**src/rtl/sr_lsu_pkg.sv**
```systemverilog
// Shared encodings for the load/store unit.
//   WBE_*    store size from the control decoder's byte-write enable
//   RVF3_*   funct3 load encodings
//   LSU_*    FSM state encodings
//   lsu_size_e / is_misaligned: access size and alignment check shared by RTL and bench
package sr_lsu_pkg;

    localparam logic [1:0] WBE_NO = 2'd0;
    localparam logic [1:0] WBE_B  = 2'd1;
    localparam logic [1:0] WBE_H  = 2'd2;
    localparam logic [1:0] WBE_W  = 2'd3;

    localparam logic [2:0] RVF3_LB  = 3'b000;
    localparam logic [2:0] RVF3_LH  = 3'b001;
    localparam logic [2:0] RVF3_LW  = 3'b010;
    localparam logic [2:0] RVF3_LBU = 3'b100;
    localparam logic [2:0] RVF3_LHU = 3'b101;

    localparam logic [1:0] LSU_IDLE = 2'd0;
    localparam logic [1:0] LSU_REQ  = 2'd1;
    localparam logic [1:0] LSU_RSP  = 2'd2;
    localparam logic [1:0] LSU_DONE = 2'd3;

    typedef enum logic [1:0] {SizeB, SizeH, SizeW} lsu_size_e;

    function automatic logic is_misaligned(input lsu_size_e size, input logic [1:0] lo);
        logic mis;
        case (size)
            SizeH:   mis = lo[0];
            SizeW:   mis = (lo != 2'b00);
            default: mis = 1'b0;
        endcase
        return mis;
    endfunction

endpackage

```
**src/rtl/sr_lsu_if.sv**
```systemverilog
// Data-memory bus between the LSU (master) and memory (slave).
//   dmem_req_*  : request channel, valid/ready handshake with we/addr/be/wdata
//   dmem_rsp_*  : response channel, valid only (the master always accepts)
interface sr_lsu_if #(
    parameter int unsigned ADDR_W = 32,
    parameter int unsigned DATA_W = 32
);
    logic                  dmem_req_valid;
    logic                  dmem_req_ready;
    logic                  dmem_we;
    logic [ADDR_W-1:0]     dmem_addr;
    logic [DATA_W/8-1:0]   dmem_be;
    logic [DATA_W-1:0]     dmem_wdata;
    logic                  dmem_rsp_valid;
    logic [DATA_W-1:0]     dmem_rsp_rdata;
    logic                  dmem_rsp_err;

    modport master (
        output dmem_req_valid, dmem_we, dmem_addr, dmem_be, dmem_wdata,
        input  dmem_req_ready, dmem_rsp_valid, dmem_rsp_rdata, dmem_rsp_err
    );

    modport slave (
        input  dmem_req_valid, dmem_we, dmem_addr, dmem_be, dmem_wdata,
        output dmem_req_ready, dmem_rsp_valid, dmem_rsp_rdata, dmem_rsp_err
    );
endinterface

```
**src/rtl/sr_lsu_align.sv**
```systemverilog
// Combinational lane logic for the LSU.
//   size, zext, addr_lo : access size, zero-extend flag, byte offset within the word
//   wdata -> be, wdata_rep : byte strobes and lane-replicated store data
//   rdata -> rdata_ext     : selected byte/half of the read word, sign/zero-extended
module sr_lsu_align
    import sr_lsu_pkg::*;
(
    input  lsu_size_e   size,
    input  logic        zext,
    input  logic [1:0]  addr_lo,
    input  logic [31:0] wdata,
    input  logic [31:0] rdata,
    output logic [3:0]  be,
    output logic [31:0] wdata_rep,
    output logic [31:0] rdata_ext
);
    logic [7:0]  rd_byte;
    logic [15:0] rd_half;

    assign rd_byte = rdata[{addr_lo, 3'b000} +: 8];
    assign rd_half = rdata[{addr_lo[1], 4'b0000} +: 16];

    always_comb begin
        be        = 4'b1111;
        wdata_rep = wdata;
        rdata_ext = rdata;
        case (size)
            SizeB: begin
                be        = 4'b0001 << addr_lo;
                wdata_rep = {4{wdata[7:0]}};
                rdata_ext = {{24{rd_byte[7] & ~zext}}, rd_byte};
            end
            SizeH: begin
                be        = 4'b0011 << {addr_lo[1], 1'b0};
                wdata_rep = {2{wdata[15:0]}};
                rdata_ext = {{16{rd_half[15] & ~zext}}, rd_half};
            end
            default: ;
        endcase
    end
endmodule

```
**src/rtl/sr_lsu.sv**
```systemverilog
// Multi-cycle load/store unit between the control decoder and the data-memory bus.
//   clk, rst_n                       : clock, asynchronous active-low reset
//   mem_read, write_byte_en, cmdF3   : decoder access type, store size, load size/sign
//   addr, wdata                      : ALU effective address, rs2 store data
//   stall                            : hold PC/regfile until the access completes
//   lsu_rdata, lsu_wb_en             : extended load result and its writeback enable
//   misaligned, access_fault         : one-cycle abort / bus-error pulses
//   dmem                             : data-memory bus (master side)
module sr_lsu
    import sr_lsu_pkg::*;
#(
    parameter int unsigned ADDR_W = 32,
    parameter int unsigned DATA_W = 32
) (
    input  logic              clk,
    input  logic              rst_n,
    input  logic              mem_read,
    input  logic [1:0]        write_byte_en,
    input  logic [2:0]        cmdF3,
    input  logic [ADDR_W-1:0] addr,
    input  logic [DATA_W-1:0] wdata,
    output logic              stall,
    output logic [DATA_W-1:0] lsu_rdata,
    output logic              lsu_wb_en,
    output logic              misaligned,
    output logic              access_fault,
    sr_lsu_if.master          dmem
);
    logic [1:0]          state_q, state_d;
    logic [ADDR_W-1:0]   addr_q;
    logic [DATA_W/8-1:0] be_q;
    logic [DATA_W-1:0]   wdata_q;
    logic [DATA_W-1:0]   rdata_q;
    logic                we_q, zext_q, err_q;
    lsu_size_e           size_q;

    logic      is_store, acc, idle, req_mis, start, rsp_take;
    lsu_size_e req_size, al_size;
    logic      req_zext, al_zext;
    logic [1:0] al_lo;
    logic [3:0]  al_be;
    logic [31:0] al_wdata, al_rdata;

    // A store wins over a simultaneous load request.
    assign is_store = (write_byte_en != WBE_NO);
    assign acc      = mem_read | is_store;
    assign idle     = (state_q == LSU_IDLE);

    always_comb begin
        req_size = SizeW;
        req_zext = 1'b0;
        if (is_store) begin
            case (write_byte_en)
                WBE_B:   req_size = SizeB;
                WBE_H:   req_size = SizeH;
                default: req_size = SizeW;
            endcase
        end else begin
            case (cmdF3)
                RVF3_LB:  req_size = SizeB;
                RVF3_LH:  req_size = SizeH;
                RVF3_LBU: begin req_size = SizeB; req_zext = 1'b1; end
                RVF3_LHU: begin req_size = SizeH; req_zext = 1'b1; end
                default:  req_size = SizeW;
            endcase
        end
    end

    assign req_mis  = acc & is_misaligned(req_size, addr[1:0]);
    assign start    = idle & acc & ~req_mis;
    assign rsp_take = (state_q == LSU_RSP) & dmem.dmem_rsp_valid;

    // One lane unit: fed from live inputs in IDLE (to build the request),
    // from the latched request afterwards (to extract the load data).
    assign al_size = idle ? req_size  : size_q;
    assign al_zext = idle ? req_zext  : zext_q;
    assign al_lo   = idle ? addr[1:0] : addr_q[1:0];

    sr_lsu_align u_align (
        .size      (al_size),
        .zext      (al_zext),
        .addr_lo   (al_lo),
        .wdata     (wdata),
        .rdata     (dmem.dmem_rsp_rdata),
        .be        (al_be),
        .wdata_rep (al_wdata),
        .rdata_ext (al_rdata)
    );

    always_comb begin
        state_d = state_q;
        case (state_q)
            LSU_IDLE: if (start) state_d = LSU_REQ;
            LSU_REQ:  if (dmem.dmem_req_ready) state_d = LSU_RSP;
            LSU_RSP:  if (dmem.dmem_rsp_valid) state_d = LSU_DONE;
            default:  state_d = LSU_IDLE;
        endcase
    end

    always_ff @(posedge clk or negedge rst_n) begin
        if (!rst_n) begin
            state_q <= LSU_IDLE;
            addr_q  <= '0;
            be_q    <= '0;
            wdata_q <= '0;
            rdata_q <= '0;
            we_q    <= 1'b0;
            zext_q  <= 1'b0;
            err_q   <= 1'b0;
            size_q  <= SizeW;
        end else begin
            state_q <= state_d;
            if (start) begin
                addr_q  <= addr;
                be_q    <= al_be;
                wdata_q <= al_wdata;
                we_q    <= is_store;
                zext_q  <= req_zext;
                size_q  <= req_size;
                err_q   <= 1'b0;
            end
            if (rsp_take) begin
                err_q <= dmem.dmem_rsp_err;
                if (!we_q) rdata_q <= al_rdata;
            end
        end
    end

    assign stall        = start | (state_q == LSU_REQ) | (state_q == LSU_RSP);
    assign misaligned   = idle & req_mis;
    assign lsu_wb_en    = (state_q == LSU_DONE) & ~we_q & ~err_q;
    assign access_fault = (state_q == LSU_DONE) & err_q;
    assign lsu_rdata    = rdata_q;

    // Valid derives only from state, so an async reset drops it immediately.
    assign dmem.dmem_req_valid = (state_q == LSU_REQ);
    assign dmem.dmem_we        = we_q;
    assign dmem.dmem_addr      = {addr_q[ADDR_W-1:2], 2'b00};
    assign dmem.dmem_be        = be_q;
    assign dmem.dmem_wdata     = wdata_q;
endmodule

```
**src/flat_wrapper.sv**
```systemverilog
// flat-port wrapper written by rule: the top's interface ports become plain ports
module sr_lsu_flat import sr_lsu_pkg::*;
#(
    parameter int unsigned ADDR_W = 32,
    parameter int unsigned DATA_W = 32
)
  (clk, rst_n, mem_read, write_byte_en, cmdF3, addr, wdata, stall, lsu_rdata, lsu_wb_en, misaligned, access_fault, dmem_dmem_req_valid, dmem_dmem_we, dmem_dmem_addr, dmem_dmem_be, dmem_dmem_wdata, dmem_dmem_req_ready, dmem_dmem_rsp_valid, dmem_dmem_rsp_rdata, dmem_dmem_rsp_err);
  sr_lsu_if #(.ADDR_W(ADDR_W), .DATA_W(DATA_W)) dmem_i ();
  input  logic clk;
  input  logic rst_n;
  input  logic mem_read;
  input  logic [1:0] write_byte_en;
  input  logic [2:0] cmdF3;
  input  logic [ADDR_W-1:0] addr;
  input  logic [DATA_W-1:0] wdata;
  output logic stall;
  output logic [DATA_W-1:0] lsu_rdata;
  output logic lsu_wb_en;
  output logic misaligned;
  output logic access_fault;
  output wire logic [$bits(dmem_i.dmem_req_valid)-1:0] dmem_dmem_req_valid;
  output wire logic [$bits(dmem_i.dmem_we)-1:0] dmem_dmem_we;
  output wire logic [$bits(dmem_i.dmem_addr)-1:0] dmem_dmem_addr;
  output wire logic [$bits(dmem_i.dmem_be)-1:0] dmem_dmem_be;
  output wire logic [$bits(dmem_i.dmem_wdata)-1:0] dmem_dmem_wdata;
  input wire logic [$bits(dmem_i.dmem_req_ready)-1:0] dmem_dmem_req_ready;
  input wire logic [$bits(dmem_i.dmem_rsp_valid)-1:0] dmem_dmem_rsp_valid;
  input wire logic [$bits(dmem_i.dmem_rsp_rdata)-1:0] dmem_dmem_rsp_rdata;
  input wire logic [$bits(dmem_i.dmem_rsp_err)-1:0] dmem_dmem_rsp_err;
  assign dmem_dmem_req_valid = dmem_i.dmem_req_valid;
  assign dmem_dmem_we = dmem_i.dmem_we;
  assign dmem_dmem_addr = dmem_i.dmem_addr;
  assign dmem_dmem_be = dmem_i.dmem_be;
  assign dmem_dmem_wdata = dmem_i.dmem_wdata;
  assign dmem_i.dmem_req_ready = dmem_dmem_req_ready;
  assign dmem_i.dmem_rsp_valid = dmem_dmem_rsp_valid;
  assign dmem_i.dmem_rsp_rdata = dmem_dmem_rsp_rdata;
  assign dmem_i.dmem_rsp_err = dmem_dmem_rsp_err;
  sr_lsu #(.ADDR_W(ADDR_W), .DATA_W(DATA_W)) u_core (.clk(clk), .rst_n(rst_n), .mem_read(mem_read), .write_byte_en(write_byte_en), .cmdF3(cmdF3), .addr(addr), .wdata(wdata), .stall(stall), .lsu_rdata(lsu_rdata), .lsu_wb_en(lsu_wb_en), .misaligned(misaligned), .access_fault(access_fault), .dmem(dmem_i));
endmodule
```
**config.mk**
```make
export PLATFORM = sky130hd
export DESIGN_NAME = sr_lsu_flat
export DESIGN_NICKNAME = d
export VERILOG_FILES = /design/src/rtl/sr_lsu_pkg.sv /design/src/rtl/sr_lsu_if.sv /design/src/rtl/sr_lsu_align.sv /design/src/rtl/sr_lsu.sv /design/src/flat_wrapper.sv
export SDC_FILE = /design/constraint.sdc
export NUM_CORES = 1
export LEC_CHECK = 0
export BUFFER_PORTS_ARGS = -buffer_cell sky130_fd_sc_hd__clkbuf_2
export CAP_MARGIN = 20
export CORE_MARGIN = 5
export CORE_UTILIZATION = 53
export DETAILED_ROUTE_END_ITERATION = 6
export GPL_ROUTABILITY_DRIVEN = 0
export GPL_TIMING_DRIVEN = 0
export PLACE_DENSITY = 0.83
export SLEW_MARGIN = 20
export SYNTH_ARGS = -nofsm -noshare
export SYNTH_HDL_FRONTEND = slang
export SYNTH_SLANG_ARGS = --single-unit
```
**constraint.sdc**
```tcl
create_clock -name clk -period 5.3 [get_ports clk]
set_input_delay 0 -clock clk [delete_from_list [all_inputs] [get_ports clk]]
set_output_delay 0 -clock clk [all_outputs]
set_load 0.05 [all_outputs]
```
After elaboration in Yosys (flattened, before gate mapping)
Cells that the tools add are included.
{ "op_classes": {"add_sub_neg": 0, "mul": 0, "div_mod_pow": 0, "n_lt_le_gt_ge": 0, "n_eq_ne": 14, "shift": 4, "muxes": 18, "bitwise": 17, "reduce_logical": 11} }
{ "op_table": {"columns": ["cell", "n"], "rows": [
  ["$pmux W32 S2", 2],
  ["$shiftx A32 B6 Y16", 1],
  ["$shiftx A32 B6 Y8", 1],
  ["$mux W2", 6],
  ["$and A1 B1 Y1", 10],
  ["$eq A2 B1 Y1 const B", 4],
  ["$eq A2 B2 Y1 const B", 4],
  ["$pmux W2 S2", 2],
  ["$pmux W4 S2", 1],
  ["$eq A3 B3 Y1 const B", 2],
  ["$pmux W2 S3", 1],
  ["$reduce_bool A2 Y1", 3],
  ["$reduce_or A2 Y1", 3],
  ["$mux W1", 5],
  ["$logic_not A2 Y1", 2],
  ["$ne A2 B2 Y1 const B", 2],
  ["$not A1 Y1", 4],
  ["$shl A1 B2 Y4 const A", 1],
  ["$shl A2 B2 Y4 const A", 1],
  ["$eq A3 B1 Y1 const B", 1],
  ["$logic_not A3 Y1", 1],
  ["$or A1 B1 Y1", 3],
  ["$reduce_and A3 Y1", 1],
  ["$ne A2 B1 Y1 const B", 1],
  ["2 further kinds", 2]
]} }
{ "totals": {"register_bits": 107, "latch_bits": 0, "ramBits": 0, "mem_bits_ro": 0, "wordCells": 73, "n_memories": 0} }

Longest topological paths before layout
{ "depth": {"depth_word": 11, "depth_mapped": 13, "depth_no_buf": 11} }

Hierarchy
A second synthesis with hierarchy kept.
{ "hier_totals": {"hier_cells": 486, "area_unflattened_um2": 5870.6} }
{ "by_module_without_submodules": {"columns": ["mod", "n_inst", "cells_per_inst", "area_per_inst_um2", "seq_area_each_um2"], "rows": [
  ["sr_lsu", 1, 315, 4579.4, 2678.8],
  ["sr_lsu_align", 1, 171, 1291.2, 0.0]
]} }

Worst setup path after synthesis
No wires, ideal clock.
{ "synth_path": {"path_type": "reg-to-reg", "from": "reg u_core.state_q[0]", "to": "reg u_core.rdata_q[20], in the netlist u_core.lsu_rdata[20]", "setup_ns": 0.080, "t_arrival_ns": 2.481, "required_time_ns": 5.220, "slack_ns": 2.739, "path_stages_with_launch": 10, "synth_period_minus_slack_ns": 2.561, "path_cell_list": "dfrtp_1 inv_1 ha_1 mux2_2 mux4_2 or4b_1 buf_2 a21boi_4 buf_6 a31oi_4"} }
{ "synth_via": {"elab_chain_len": 5, "word_cells_on_any_way": 15, "classes_between": "2 x eq/ne; 2 x shift; 4 x mux; 4 x bitwise; 3 x reduce/logical"} }
{ "synth_rtl": {"columns": ["item", "line_no", "rtl"], "rows": [
  ["from (decl)", "sr_lsu.sv:29", "logic [1:0] state_q, state_d;"],
  ["from (signal assigned)", "sr_lsu.sv:112", "state_q <= state_d;"],
  ["$logic_not A2 Y1", "sr_lsu.sv:47", "assign idle = (state_q == LSU_IDLE);"],
  ["$mux W2 / $mux W1 (equally long branches)", "sr_lsu.sv:77, sr_lsu.sv:76", null],
  ["$shiftx A32 B6 Y16, or another cell as far along", "sr_lsu_align.sv:21", "assign rd_half = rdata[{addr_lo[1], 4'b0000} +: 16];"],
  ["$and A1 B1 Y1 (on tied branches)", "sr_lsu_align.sv:36, sr_lsu_align.sv:31", null],
  ["$pmux W32 S2", "sr_lsu_align.sv:27", "case (size)"],
  ["to (signal assigned)", "sr_lsu.sv:124", "if (!we_q) rdata_q <= al_rdata;"],
  ["to (decl)", "sr_lsu.sv:33", "logic [DATA_W-1:0] rdata_q;"]
]} }
Parallel ways exist; a longest one is shown, timed or not.
A chain may end at the register's enable or synchronous reset.

Worst setup path in the final report
{ "layout_path": {"from": "reg u_core.state_q[0]", "to": "reg u_core.wdata_q[26], in the netlist u_core.dmem.dmem_wdata[26]"} }
{ "layout_via": {"elab_chain_len": 4, "word_cells_on_any_way": 7, "classes_between": "1 x eq/ne; 2 x mux; 2 x bitwise; 2 x reduce/logical"} }
{ "layout_rtl": {"columns": ["item", "line_no", "rtl"], "rows": [
  ["$logic_not A2 Y1 (*)", "sr_lsu.sv:47", null],
  ["$mux W2", "sr_lsu.sv:75", "assign al_size = idle ? req_size : size_q;"],
  ["$eq A2 B1 Y1 / $logic_not A2 Y1 (equally long branches)", "sr_lsu_align.sv:27", null],
  ["$pmux W32 S2", "sr_lsu_align.sv:27", null],
  ["to (signal assigned)", "sr_lsu.sv:116", "wdata_q <= al_wdata;"],
  ["to (decl)", "sr_lsu.sv:32", "logic [DATA_W-1:0] wdata_q;"]
]} }
Every way passes the cells marked *; elsewhere a longest branch is shown, timed or not.

==> impl_metrics.yaml <==
layout:
  drive_gt1_frac: 0.3029
  final_area_sq_um: 8041
  nNetsFinal: 1044
  n_antenna_cell: 0
  final_cells: 1067
  area_growth_pct: 45.94
sta:
  post-route-min-period_ns: 3.438
  hold_viol: 0
  setup_viol: 0
  rsz0062_at_grt: "false"
  drv_slew: 0
  fmax_ghz: 0.2909
  tightest_slew_ns: 1.017
  post-route-period-util: 0.6487
  setup-tns-final_ns: 0
  slew-limit-headroom: 0.3220
  fin_skew_ns: 0.01694
  hold_slack_ns: 0.008611
yosys:
  yosys.area.top_type: "dfrtp_1"
  synthArstFlopShare: 1.000
  synth-compound-area-share: 0.1651
  synth_simple_gate_area_frac: 0.1832
  syn_inst: 600
  yosys.area_share.xor_xnor: 0
  ys_warn_count: 0
  synth-edff-count: 0
  synth_top_family_by_area: "simple AND/OR/NAND/NOR gates"
  ys.flop_type: "dfrtp_1"
  synth_commonest_cells: "nand2_1 (178), dfrtp_1 (106), nor2_1 (49)"
  synth_fa_ha_area_frac: 0.02044
  postSynthAreaPerCell_sq_um: 9.184
  synth_area_sq_um: 5510
  seq_area_frac_synth: 0.4861
  yosysMostFrequentCell: "nand2_1"
  synth_cell_types: 44
  yosys_register_bits: 107
  synthTopCellsByArea: "dfrtp_1 (48%), nand2_1 (12%), mux2i_1 (5.4%), buf_4 (4.4%), a31oi_4 (3.9%)"
  synthMuxAreaShare: 0.06471
  synth_top_area_share: 0.4814
clock_tree:
  cts_made_buffers: 9
  clk_pin_slew_ns: 0.10
  insertion_delay_ns: 0.39
  clock_path_buffers: 2
  clock_sinks: 107
  cts_tree: "yes"
  cts_resized: 0
  htree_num_levels: 3
  cts_root_buf: "clkbuf_8"
drt:
  wl_met3_um: 2005
  drt-total-wl_um: 20620
  m1WireLength_um: 7220
  vias: 6172
  wl_met2_um: 9875
  avgViaCountPerCell: 5.784
  drtIter0Drc: 727
  wl_per_cell_um: 19.32
  top_layer_used: "met4"
  ant_nets: 0
  dr.pass1.iters: 6
  drc: 0
power:
  p_switching_mw: 3.463
  power.density_nw_per_um2: 760.2
  swShare: 0.5665
  vdd_ir_drop_max_uv: 399.5
  p_seq_frac: 0.246
  clkPwrFrac: 0.092
  pwr-share-comb: 0.662
  p_leak_nw: 4.087
  p_int_mw: 2.650
run_status:
  status: "complete, no violations"
worst_setup_path:
  cpPeakStageDelay_ns: 0.59
  slowest_stage: "dlygate4sd3_1"
  startpoint: "u_core.state_q[0]"
  cp_common_cell: "nor2_1"
  start_kind: "register"
  critical_path_class: "register to register"
  r2r_end: "u_core.dmem.dmem_wdata[26]"
  worstRegToRegCells: 10
  critical_path.max_fanout: 10
  reg2reg_from: "u_core.state_q[0]"
  worst_setup_path_end_kind: "register"
  r2r_slack_ns: 1.86
  cp.required_ns: 5.54
  crit_arrival_ns: 3.68
  cp_cell_sequence: "inv_1 > ha_1 > buf_6 > nor2_1 > a31oi_1 > nor2_1 > clkbuf_1 > a222oi_1 > dlygate4sd3_1 > a21oi_1"
place:
  portBuffers: 210
  place_area_sq_um: 6771
  hpwl_um: 12830
  dp_cells: 948
grt:
  grt_pass1_wl_um: 32750
  grt_overflow_total: 0
  grt_antenna_before_repair: 0
  grt_usage: 0.3292
  grt_max_degree: 69
  grt_pass1_vias: 6466
die:
  dieArea_sq_um: 12540
  fp-row-count: 37
  coreArea_sq_um: 10230
  die-height_um: 112.0
  initial_core_util: 0.5386
  io_pins: 213
  die_w_um: 112.0
hold_path:
  min_to: "u_core.err_q"
  worst_hold_path.num_cells: 4
  worstHoldStart: "dmem_dmem_rsp_valid"
  min_path_type: "input port to register"
job:
  drv_cap: 0
==> per-layer routing <==
layer  vias to the layer above  track usage
li1                       2671            -
met1                      2887       0.3820
met2                       471       0.5476
met3                       143      0.07663
met4                         0       0.2107
met5                         -            0
==> state kept, by name (all words and copies together) (netlist names) <==
register / cells
u_core.size_q: 2
u_core.lsu_rdata: 32
u_core.state_q: 2
u_core.dmem.dmem_be: 4
u_core.addr_q: 32
u_core.dmem.dmem_we: 1
u_core.dmem.dmem_wdata: 32
u_core.err_q: 1
u_core.zext_q: 1
==> worst max path at each step <==
stage                                             to  slack (ns)  cells past startpoint
after floorplan                 u_core.lsu_rdata[20]        2.74                      9
after global placement                         stall        2.29                     11
after detailed placement                       stall        2.17                     11
after CTS                 u_core.dmem.dmem_wdata[29]        1.96                     10
after global routing      u_core.dmem.dmem_wdata[26]        1.57                     10
final                     u_core.dmem.dmem_wdata[26]        1.86                     10
==> logic make-up after synthesis <==
logic type	after synthesis
AO/OA/AOI/OAI	118
flip-flops	107
multiplexers	33
adder cells (fa/ha/maj)	9
buffers and inverters	80
AND/OR/NAND/NOR	252
other	1
==> cells in the final DEF, fill, tap and decap left out, types with 4 or more instances in the layout <==
cell / count
mux2i_1: 30
clkbuf_8: 11
a31oi_4: 10
a221oi_1: 8
and2_1: 4
a222oi_1: 9
clkbuf_2: 209
buf_4: 32
ha_1: 9
a31oi_1: 16
nand2_1: 178
dlygate4sd3_1: 105
o21ai_0: 29
clkbuf_1: 31
dfrtp_1: 106
inv_1: 11
nor2_1: 49
a22oi_1: 6
a21oi_1: 29
==> stage by stage <==
| step | total power, mW | setup slack (ns) | utilization |
|---|---|---|---|
| after floorplan | 4.373 | 2.739 | - |
| after global placement | 5.171 | 2.292 | 0.6583 |
| after detailed placement | 5.284 | 2.167 | 0.6619 |
| after CTS | 5.956 | 1.955 | 0.7853 |
| after global routing | 6.414 | 1.572 | 0.7860 |
| final | 6.113 | 1.862 | 0.7860 |
==> area by class of cell <==
class	count	area [sq um]
flip-flops and latches	107	2679
inverters	11	41.29
well taps	136	170.2
clock buffers	10	137.6
repair buffers	316	2138
plain buffers	69	397.9
multi-input cells	414	2404
clock inverters	4	73.82
fillers	593	2190
==> repair_timing <==
item / in CTS / in global routing
setup buffers: 0 / 0
hold endpoints to repair: 202 / 0
hold buffers: 105 / 0
==> power by group through the flow <==
stage / registers (mW) / clock network, mW / logic (mW)
2_1_floorplan: 2.37 / 0 / 2.01
3_3_place_gp: 1.46 / 0 / 3.71
3_5_place_dp: 1.49 / 0 / 3.80
4_1_cts: 1.47 / 0.564 / 3.92
5_1_grt: 1.54 / 0.602 / 4.28
6_report: 1.50 / 0.565 / 4.05
==> worst max-delay path, delay by kind of cell, from the launching register on <==
family,cells,cell delay [ns]
buf+inv,4,1.27
flops,1,0.45
fa+ha+maj,1,0.22
simple gates,2,0.36
compound gates,3,1.00
Power figures use the tool's default switching activity.
